==> src/rtl/arm_ctrl_pkg.sv <==
`default_nettype none
// ============================================================================
//  Module      : arm_ctrl_pkg
//  Description : Shared encodings for the multicycle ARM control path:
//                FSM state codes, mux select codes, opcode classes and the
//                packed control vector produced by the main FSM decode.
//  Revision    : 1.0  initial release
// ============================================================================
package arm_ctrl_pkg;

  localparam int STATE_BITS = 4;

  // State codes are fixed so the debug state output has a stable meaning.
  typedef enum logic [STATE_BITS-1:0] {
    FETCH    = 4'd0,
    DECODE   = 4'd1,
    MEMADR   = 4'd2,
    MEMRD    = 4'd3,
    MEMWB    = 4'd4,
    MEMWR    = 4'd5,
    EXECUTER = 4'd6,
    EXECUTEI = 4'd7,
    ALUWB    = 4'd8,
    BRANCH   = 4'd9,
    UNKNOWN  = 4'd10
  } state_e;

  // ALU B operand select
  localparam logic [1:0] ALUSRCB_RD2    = 2'b00;
  localparam logic [1:0] ALUSRCB_EXTIMM = 2'b01;
  localparam logic [1:0] ALUSRCB_FOUR   = 2'b10;

  // Result mux select
  localparam logic [1:0] RESULTSRC_ALUOUT = 2'b00;
  localparam logic [1:0] RESULTSRC_MEM    = 2'b01;
  localparam logic [1:0] RESULTSRC_ALURES = 2'b10;

  // Instruction class from bits [27:26]
  localparam logic [1:0] OP_DP  = 2'b00;
  localparam logic [1:0] OP_MEM = 2'b01;
  localparam logic [1:0] OP_BR  = 2'b10;
  localparam logic [1:0] OP_ILL = 2'b11;

  // Full control vector for one state
  typedef struct packed {
    logic       irwrite;
    logic       adrsrc;
    logic       alusrca;
    logic [1:0] alusrcb;
    logic [1:0] resultsrc;
    logic       nextpc;
    logic       regw;
    logic       memw;
    logic       branch;
    logic       aluop;
    logic       illegal;
  } ctrl_t;

  // All-inactive control vector, the starting point of every decode.
  function automatic ctrl_t ctrl_idle();
    ctrl_t c;
    c = '0;
    return c;
  endfunction

endpackage : arm_ctrl_pkg
`default_nettype wire

==> src/rtl/mainfsm_outdec.sv <==
`default_nettype none
// ============================================================================
//  Module      : mainfsm_outdec
//  Description : Purely combinational Moore output decode, state -> control
//                vector. Unused state encodings decode to all-inactive.
//  Revision    : 1.0  initial release
// ============================================================================
module mainfsm_outdec
  import arm_ctrl_pkg::*;
(
  input  state_e state,
  output ctrl_t  ctrl
);

  // Map each state to the datapath controls it asserts; everything else 0.
  always_comb begin
    ctrl = ctrl_idle();
    case (state)
      FETCH: begin
        ctrl.adrsrc    = 1'b0;
        ctrl.alusrca   = 1'b1;
        ctrl.alusrcb   = ALUSRCB_FOUR;
        ctrl.resultsrc = RESULTSRC_ALURES;
        ctrl.irwrite   = 1'b1;
        ctrl.nextpc    = 1'b1;
      end
      // PC+4 again: the value read back as r15 is PC+8.
      DECODE: begin
        ctrl.alusrca   = 1'b1;
        ctrl.alusrcb   = ALUSRCB_FOUR;
        ctrl.resultsrc = RESULTSRC_ALURES;
      end
      MEMADR: begin
        ctrl.alusrca = 1'b0;
        ctrl.alusrcb = ALUSRCB_EXTIMM;
      end
      MEMRD: begin
        ctrl.resultsrc = RESULTSRC_ALUOUT;
        ctrl.adrsrc    = 1'b1;
      end
      MEMWR: begin
        ctrl.resultsrc = RESULTSRC_ALUOUT;
        ctrl.adrsrc    = 1'b1;
        ctrl.memw      = 1'b1;
      end
      MEMWB: begin
        ctrl.resultsrc = RESULTSRC_MEM;
        ctrl.regw      = 1'b1;
      end
      EXECUTER: begin
        ctrl.alusrcb = ALUSRCB_RD2;
        ctrl.aluop   = 1'b1;
      end
      EXECUTEI: begin
        ctrl.alusrcb = ALUSRCB_EXTIMM;
        ctrl.aluop   = 1'b1;
      end
      ALUWB: begin
        ctrl.resultsrc = RESULTSRC_ALUOUT;
        ctrl.regw      = 1'b1;
      end
      BRANCH: begin
        ctrl.alusrcb   = ALUSRCB_EXTIMM;
        ctrl.resultsrc = RESULTSRC_ALURES;
        ctrl.branch    = 1'b1;
      end
      UNKNOWN: begin
        ctrl.illegal = 1'b1;
      end
      default: begin
        ctrl = ctrl_idle();
      end
    endcase
  end

endmodule : mainfsm_outdec
`default_nettype wire

==> src/rtl/mainfsm.sv <==
`default_nettype none
// ============================================================================
//  Module      : mainfsm
//  Description : Moore main control FSM of the multicycle ARM core. Steps
//                each instruction through fetch/decode/execute/memory/
//                writeback and drives datapath selects and write requests.
//  Revision    : 1.0  initial release
// ============================================================================
module mainfsm
  import arm_ctrl_pkg::*;
#(
  parameter int STATE_W = 4
) (
  input  logic               clk,
  input  logic               reset,
  input  logic [1:0]         op,
  input  logic [5:0]         funct,
  output logic               irwrite,
  output logic               adrsrc,
  output logic               alusrca,
  output logic [1:0]         alusrcb,
  output logic [1:0]         resultsrc,
  output logic               nextpc,
  output logic               regw,
  output logic               memw,
  output logic               branch,
  output logic               aluop,
  output logic               illegal,
  output logic [STATE_W-1:0] state
);

  state_e state_q;
  state_e state_d;
  ctrl_t  ctrl;

  // Only I (bit 5) and L (bit 0) steer the sequence.
  logic unused_funct;
  assign unused_funct = ^funct[4:1];

  // State register; reset drops straight to FETCH without waiting for clk.
  always_ff @(posedge clk or posedge reset) begin
    if (reset) begin
      state_q <= FETCH;
    end else begin
      state_q <= state_d;
    end
  end

  // Next-state selection; op/funct matter only in DECODE and MEMADR.
  always_comb begin
    state_d = FETCH;
    case (state_q)
      FETCH: state_d = DECODE;
      DECODE: begin
        case (op)
          OP_MEM:  state_d = MEMADR;
          OP_DP:   state_d = funct[5] ? EXECUTEI : EXECUTER;
          OP_BR:   state_d = BRANCH;
          default: state_d = UNKNOWN;
        endcase
      end
      MEMADR:   state_d = funct[0] ? MEMRD : MEMWR;
      MEMRD:    state_d = MEMWB;
      EXECUTER: state_d = ALUWB;
      EXECUTEI: state_d = ALUWB;
      default:  state_d = FETCH;
    endcase
  end

  mainfsm_outdec u_outdec (
    .state (state_q),
    .ctrl  (ctrl)
  );

  // Selects come straight from the decode (state is already FETCH while
  // reset is high); enables and the illegal pulse are held off during reset.
  always_comb begin
    adrsrc    = ctrl.adrsrc;
    alusrca   = ctrl.alusrca;
    alusrcb   = ctrl.alusrcb;
    resultsrc = ctrl.resultsrc;
    aluop     = ctrl.aluop;
    irwrite   = ctrl.irwrite & ~reset;
    nextpc    = ctrl.nextpc  & ~reset;
    regw      = ctrl.regw    & ~reset;
    memw      = ctrl.memw    & ~reset;
    branch    = ctrl.branch  & ~reset;
    illegal   = ctrl.illegal & ~reset;
  end

  assign state = STATE_W'(state_q);

endmodule : mainfsm
`default_nettype wire
==> config.mk <==
export PLATFORM = sky130hd
export DESIGN_NAME = mainfsm
export DESIGN_NICKNAME = d
export VERILOG_FILES = /design/src/rtl/arm_ctrl_pkg.sv /design/src/rtl/mainfsm_outdec.sv /design/src/rtl/mainfsm.sv
export SDC_FILE = /design/constraint.sdc
export NUM_CORES = 1
export LEC_CHECK = 0
export CORE_AREA = 2 2 39 41
export DETAILED_ROUTE_END_ITERATION = 7
export DIE_AREA = 0 0 41 43
export PLACE_DENSITY = 0.73
export SYNTH_ARGS = -nofsm -noshare
export SYNTH_HDL_FRONTEND = slang
export SYNTH_HIERARCHICAL = 1
export SYNTH_SLANG_ARGS = --single-unit
==> constraint.sdc <==
create_clock -name clk -period 2.3 [get_ports clk]
set_input_delay 0.575 -clock clk [delete_from_list [all_inputs] [get_ports clk]]
set_output_delay 0.575 -clock clk [all_outputs]
set_load 0.005 [all_outputs]
Yosys cells after proc, flatten, opt, wreduce, memory -nomap -nowiden
Index checks and enable logic that the tools add are counted.
- bitwise logic cells: 6
- eq/ne operators: 12
- mux-type cells: 14
- reductions and logical operators: 8
- operator list (kind ; number):
    case mux 4 bit (5 select lines) ; 1
    equality test 4 x 3 -> 1 bit (second input constant) ; 4
    equality test 4 bit (second input constant) ; 3
    case mux 4 bit (3 select lines) ; 1
    2-to-1 mux 1 bit ; 9
    equality test 4 x 2 -> 1 bit (second input constant) ; 2
    case mux 2 bit (2 select lines) ; 2
    OR reduction 2 bit ; 4
    OR reduction 3 bit ; 2
    AND 1 bit ; 5
    equality test 4 x 1 -> 1 bit (second input constant) ; 1
    logical NOT 4 bit ; 1
    2-to-1 mux 3 bit ; 1
    equality test 2 x 1 -> 1 bit (second input constant) ; 1
    equality test 2 bit (second input constant) ; 1
    logical NOT 2 bit ; 1
    NOT 1 bit ; 1
- output and inout bits: 17
- word-level logic and storage cells: 41
- input bits: 10
- register bits after elaboration: 4

Depth between registers and ports, before layout
Gate-level depths: netlist (run 1).
- word-level depth: 4
- depth in mapped cells: 4
- depth with buffers taken out: 3

Modules after synthesis
The synthesis (run 1) kept the hierarchy.
- modules (own cells, without submodules) (module ; instances ; area each (um2) ; cells an instance ; sequential area each (um2)):
    mainfsm ; 1 ; 226.5 ; 26 ; 100.1
    mainfsm_outdec ; 1 ; 162.7 ; 24 ; 0.0

Worst setup path before layout (run 1)
Ideal clock, no wire load.
- kind: flip-flop to output port
- from: register state_q[2], in the netlist state[2]
- to: output port alusrcb[0]
- required time: 1.725 ns
- buffers on the path: 1
- cell stages (with the launch flop): 4
- arrival: 1.189 ns
- path slack: 0.536 ns
- cell sequence: dfrtp_1 -> buf_6 -> or4b_4 -> o211ai_2
- word-level cells in the longest chain between the ends: 3
- elaborated cells on any way between the ends: 8
- those cells by class: 4 x eq/ne; 1 x mux; 3 x reduce/logical
- RTL lines (what ; RTL line ; RTL):
    start: declaration ; mainfsm.sv:32 ; state_e state_q;
    start signal: assignment ; mainfsm.sv:45 ; state_q <= state_d;
    equality test 4 x 2 -> 1 bit (tied with other cells) ; mainfsm_outdec.sv:18 ; case (state)
    OR reduction 3 bit (no line) / OR reduction 2 bit (equally long branches) ; n/a ;
    case mux 2 bit (2 select lines) * ; mainfsm_outdec.sv:18 ;
    end: declaration ; mainfsm.sv:21 ; output logic [1:0] alusrcb,
Mark *: on every way between the ends. The rest lies on a longest branch, timed or not.

==> results of run 1 <==
-- logic make-up after synthesis --
| family | Yosys count | share of synthesized area (%) |
|---|---|---|
| DFF | 4 | 25.72 |
| AOI/OAI and AO/OA | 8 | 15.43 |
| and+or+nand+nor | 30 | 45.66 |
| xor gates and xnor gates | 1 | 2.251 |
| buffers and inverters | 7 | 10.93 |
-- power groups by stage --
stage	registers [µW]	clock network (µW)	logic [µW]
global route	162	95.5	727
floorplan	168	0	315
finish	152	84.1	656
detailed placement	156	0	629
CTS	156	87.8	646
global placement	153	0	625
-- layout make-up --
class	instances	area, µm²	area share, %
well taps	16	20.02	2.925
flip-flops and latches	4	102.6	14.99
multi-input cells	39	246.5	36.01
inverters	3	11.26	1.645
repair buffers	30	281.5	41.13
clock buffers	3	22.52	3.291
-- timing repair --
item                       4_1_cts  5_1_grt
setup endpoints to repair        7        6
hold buffers                     0        0
buffers inserted                 2        1
resized for setup                4        3
-- metrics by stage --
stage          worst slack [ns]  total power (µW)  cell area [µm²]  std cells
3_5_place_dp           -0.03490             784.9            635.6         89
3_3_place_gp           -0.02900             777.9            635.6         89
5_1_grt                -0.01190             984.0            684.4         95
4_1_cts                0.002559             890.1            670.6         94
6_report                0.08886             892.6            684.4         95
2_1_floorplan            0.5364             483.6            389.1         50
-- worst max-delay path: stages (launching register included) --
cell             delay, ns
dfrtp_1               0.40
nor4_1                0.33
nor2b_1               0.18
clkdlybuf4s50_1       0.50
-- layer usage --
| layer | track usage (%) | up-vias | wire, µm |
|---|---|---|---|
| li1 | - | 232 | - |
| met1 | 15.41 | 198 | 364 |
| met2 | 20.00 | 18 | 449 |
| met3 | 5.236 | 0 | 75 |
| met4 | 8.000 | 0 | 0 |
| met5 | 0 | - | 0 |
-- cells in the mapped netlist --
cell	number
nor2_1	6
nor2b_1	6
nor3_1	6
a211oi_1	4
dfrtp_1	4
inv_1	3
nand2b_1	3
buf_4	2
nand3b_1	2
a21oi_1	1
a22oi_1	1
buf_2	1
buf_6	1
nand2_1	1
nand2b_2	1
nand3_1	1
nand4b_1	1
nor4_1	1
o211ai_2	1
o21ai_1	1
or2b_1	1
or4b_4	1
xnor2_1	1
-- worst max path at each step --
stage                     startpoint           end  slack [ns]
final                       state[2]        nextpc        0.09
after global routing        state[1]        branch       -0.01
after CTS                   state[3]  resultsrc[0]       0.003
after detailed placement       reset       illegal       -0.03
after global placement         reset          regw       -0.03
after floorplan             state[2]    alusrcb[0]        0.54
==> impl_metrics.ini, run 1 <==
[run_status]
status = completed

[synth]
yosys.area.top_type = dfrtp_1
syn-cell-area_um2 = 389.1
synth_top_area_share_pct = 25.72
synth_area_per_cell_um2 = 7.782
ys_seq_elements = 4
ys_top_cells_by_area = dfrtp_1 (26%), nor2b_1 (9.6%), nor3_1 (7.7%)
ys_seq_area_share_pct = 25.72
syn_inst = 50
ys_warn_count = 6
syn-num-nets = 60
yosysUniqueCellTypes = 23

[timing]
rsz0062_at_grt = yes
setup_tns_ns = 0
relSlewSlack_pct = 80.61
final-setup-viol-count = 0
worst_pin_slew_ns = 0.2881
whs_ns = 0.5674
hold_viol = 0
min_period_ns = 2.211
fmaxAchievable_mhz = 452.3
period_share_pct = 96.14
skew_ns = 0.002362
final_max_slew_viol_count = 0

[drt]
vias_per_cell = 4.716
ant_nets = 0
routedWlPerCell_um = 9.358
vias = 448
firstDrtPassIters = 2
first_iter_violations = 8
post-route-drc-count = 0
drt_wl_total_um = 889

[critical_path]
end_kind = primary output
worstPathArrival_ns = 1.64
rr_endpoint = state[2]
cp.required_ns = 1.73
reg2reg_from = state[0]
path_class = flop to primary output
start_kind = flop
critPathMaxFanout = 5
r2r_cells = 4
ff2ff_setup_slack_ns = 1.17

[power_and_ir_drop]
power_frac_clock_pct = 9.4
ir_drop_mv = 0.4737
seqPwrFrac_pct = 17.1
power.density_nw_per_um2 = 1304
netSwitchingFraction_pct = 36.23
intPower_uw = 569.2
p_comb_share_pct = 73.5
p_sw_uw = 323.4
power_leakage_uw = 0.0003131

[global_routing]
grt_max_degree = 13
grt_pass1_wl_um = 1593
grt_pass1_vias = 376
grt.total_usage_pct = 13.43
antenna_found_initial = 0
gr-total-overflow = 0

[layout]
fillers = 152
area_growth_pct = 75.88
final_util_pct = 49.46
final_cell_mix = clkdlybuf4s50_1 (17), buf_4 (8), nor2_1 (6), nor3_1 (6), nor2b_1 (6)
mostFrequentLayoutCell = clkdlybuf4s50_1
drive_above_1_share_pct = 20.25
largest_reg_flops = 4
n_antenna_cell = 0
finalNetCount = 91

[min_path]
hold_path.class = input pin to asynchronous set/reset pin

[clock_tree]
htreeDepth = 1
cts.sinks = 4
cts-root-buf = clkbuf_4
clkTransAtPathRegs_ns = 0.04
clk_latency_ns = 0.23
cts_tree = yes
numCtsBuffers = 3
clockBufferDepth = 2

[floorplan]
start_util_pct = 28.12
dieArea_um2 = 1763
fp.dieW_um = 41
rows = 14
die_h_um = 43
io_pins = 27
core_um2 = 1384

[placement]
gp_congestion = 0.6675
post-dp-hpwl_um = 678.7
io_buffers = 22

[flow_run]
drv_cap = 0
No activity file was read; power rests on OpenSTA's default activity.
==> run 2, diff against run 1 <==
--- a/config.mk
+++ b/config.mk
@@ -8,7 +8,7 @@
 export CORE_AREA = 2 2 39 41
 export DETAILED_ROUTE_END_ITERATION = 7
 export DIE_AREA = 0 0 41 43
-export PLACE_DENSITY = 0.73
+export PLACE_DENSITY = 0.69
 export SYNTH_ARGS = -nofsm -noshare
 export SYNTH_HDL_FRONTEND = slang
 export SYNTH_HIERARCHICAL = 1
==> impl_metrics.ini, run 2 (synthesized netlist as in run 1, its figures left out) <==
[clock_tree]
clockBufferDepth = 2
cts.sinks = 4
htreeDepth = 1
clk_latency_ns = 0.23
clkTransAtPathRegs_ns = 0.04
cts-root-buf = clkbuf_4
numCtsBuffers = 3
cts_tree = yes

[critical_path]
ff2ff_setup_slack_ns = 1.14
critPathMaxFanout = 6
end_kind = primary output
cp.required_ns = 1.73
slowest_delay_ns = 0.50
cp_slowest_cell = clkdlybuf4s50_1
start_kind = flop
worstPathCellList = nand2b_2 > nor3_1 > nor2b_1 > clkdlybuf4s50_1
path_class = flop to primary output
worstPathArrival_ns = 1.67

[layout]
largest_reg_flops = 4
area_growth_pct = 84.89
drive_above_1_share_pct = 24.39
fillers = 141
final_util_pct = 51.99
finalNetCount = 94
final_cell_mix = clkdlybuf4s50_1 (14), buf_4 (11), nor2_1 (6), nor3_1 (6), nor2b_1 (6)
n_antenna_cell = 0
mostFrequentLayoutCell = clkdlybuf4s50_1

[timing]
final_max_slew_viol_count = 0
period_share_pct = 97.41
final-setup-viol-count = 0
rsz0062_at_grt = yes
fmaxAchievable_mhz = 446.3
skew_ns = 0.0007453
min_period_ns = 2.241
whs_ns = 0.5725
worst_pin_slew_ns = 0.2799
relSlewSlack_pct = 81.17
hold_viol = 0

[power_and_ir_drop]
power_leakage_uw = 0.0003713
finalPower_uw = 928.3
ir_drop_mv = 0.6385
power.density_nw_per_um2 = 1290

[drt]
routedWlPerCell_um = 9.531
vias_per_cell = 4.684
ant_nets = 0
first_iter_violations = 5
vias = 459
post-route-drc-count = 0
firstDrtPassIters = 3
drt_wl_total_um = 934

[floorplan]
start_util_pct = 28.12
rows = 14
dieArea_um2 = 1763
core_um2 = 1384
die_h_um = 43
io_pins = 27
fp.dieW_um = 41

[global_routing]
grt.total_usage_pct = 13.19
grt_pass1_vias = 433
grt_max_degree = 12
antenna_found_initial = 0
gr-total-overflow = 0
grt_pass1_wl_um = 1607

[min_path]
hold_path.class = input pin to asynchronous set/reset pin

[placement]
post-dp-hpwl_um = 714.2
gp_congestion = 0.6581
io_buffers = 22

[flow_run]
drv_cap = 0

[run_status]
status = completed
-- run 2: cell count changes in the layout (fill, tap and decap cells not counted), sizes merged --
cell | previous run | this run
buf | 8 | 11
clkdlybuf4s50 | 17 | 14
dlymetal6s2s | 2 | 5
-- run 2: path summary, 6_finish.rpt --
| path | from | end | cells after the start |
|---|---|---|---|
| worst max-delay path | state[2] | illegal | 4 |
| worst min-delay path | reset | state[2] | 3 |
| worst max register to register | state[1] | state[0] | 4 |
| worst min register to register | state[0] | state[0] | 2 |
| max in group asynchronous | reset | state[3] | 3 |
| min in group clk | state[0] | state[0] | 2 |
-- run 2: cell type report --
class	count	area (µm²)	share of cell area, %
repair buffers	33	311.5	43.30
well taps	16	20.02	2.783
clock buffers	3	22.52	3.130
multi-input cells	39	251.5	34.96
inverters	3	11.26	1.565
flip-flops and latches	4	102.6	14.26
-- run 2: per-layer routing --
| metal | GRT usage [%] | vias up | routed length [µm] |
|---|---|---|---|
| li1 | - | 237 | - |
| met1 | 12.66 | 206 | 372 |
| met2 | 23.75 | 16 | 486 |
| met3 | 3.665 | 0 | 75 |
| met4 | 6.000 | 0 | 0 |
| met5 | 0 | - | 0 |
-- run 2: power by group --
group          internal [µW]  switching, µW  total, µW  leakage, µW
combinational            429            265        694     0.000309
sequential               107           45.4        153    0.0000486
clock                   58.1           23.9       82.0    0.0000138
-- run 2: timing repair --
action | in CTS | in global routing
endpoints found under the setup margin | 7 | 8
pin swaps | 0 | 0
resized for setup | 5 | 6
setup buffers | 4 | 0
hold buffers | 0 | 0
-- run 2: worst max-delay path: cells and delay by family (launching register included) --
kind	cells	cell delay (ns)
AND/OR/NAND/NOR	3	0.53
buffers and inverters	1	0.50
flip-flops	1	0.41
-- run 2: through the flow --
stage	instances	setup TNS (ns)	instance area (µm²)	worst slack [ns]
floorplan	50	0	389.1	0.5364
global placement	91	-0.1083	650.6	-0.02225
detailed placement	91	-0.08059	650.6	-0.03232
CTS	98	0	705.7	0.001998
global route	98	-0.1220	719.4	-0.04236
finish	98	0	719.4	0.05948
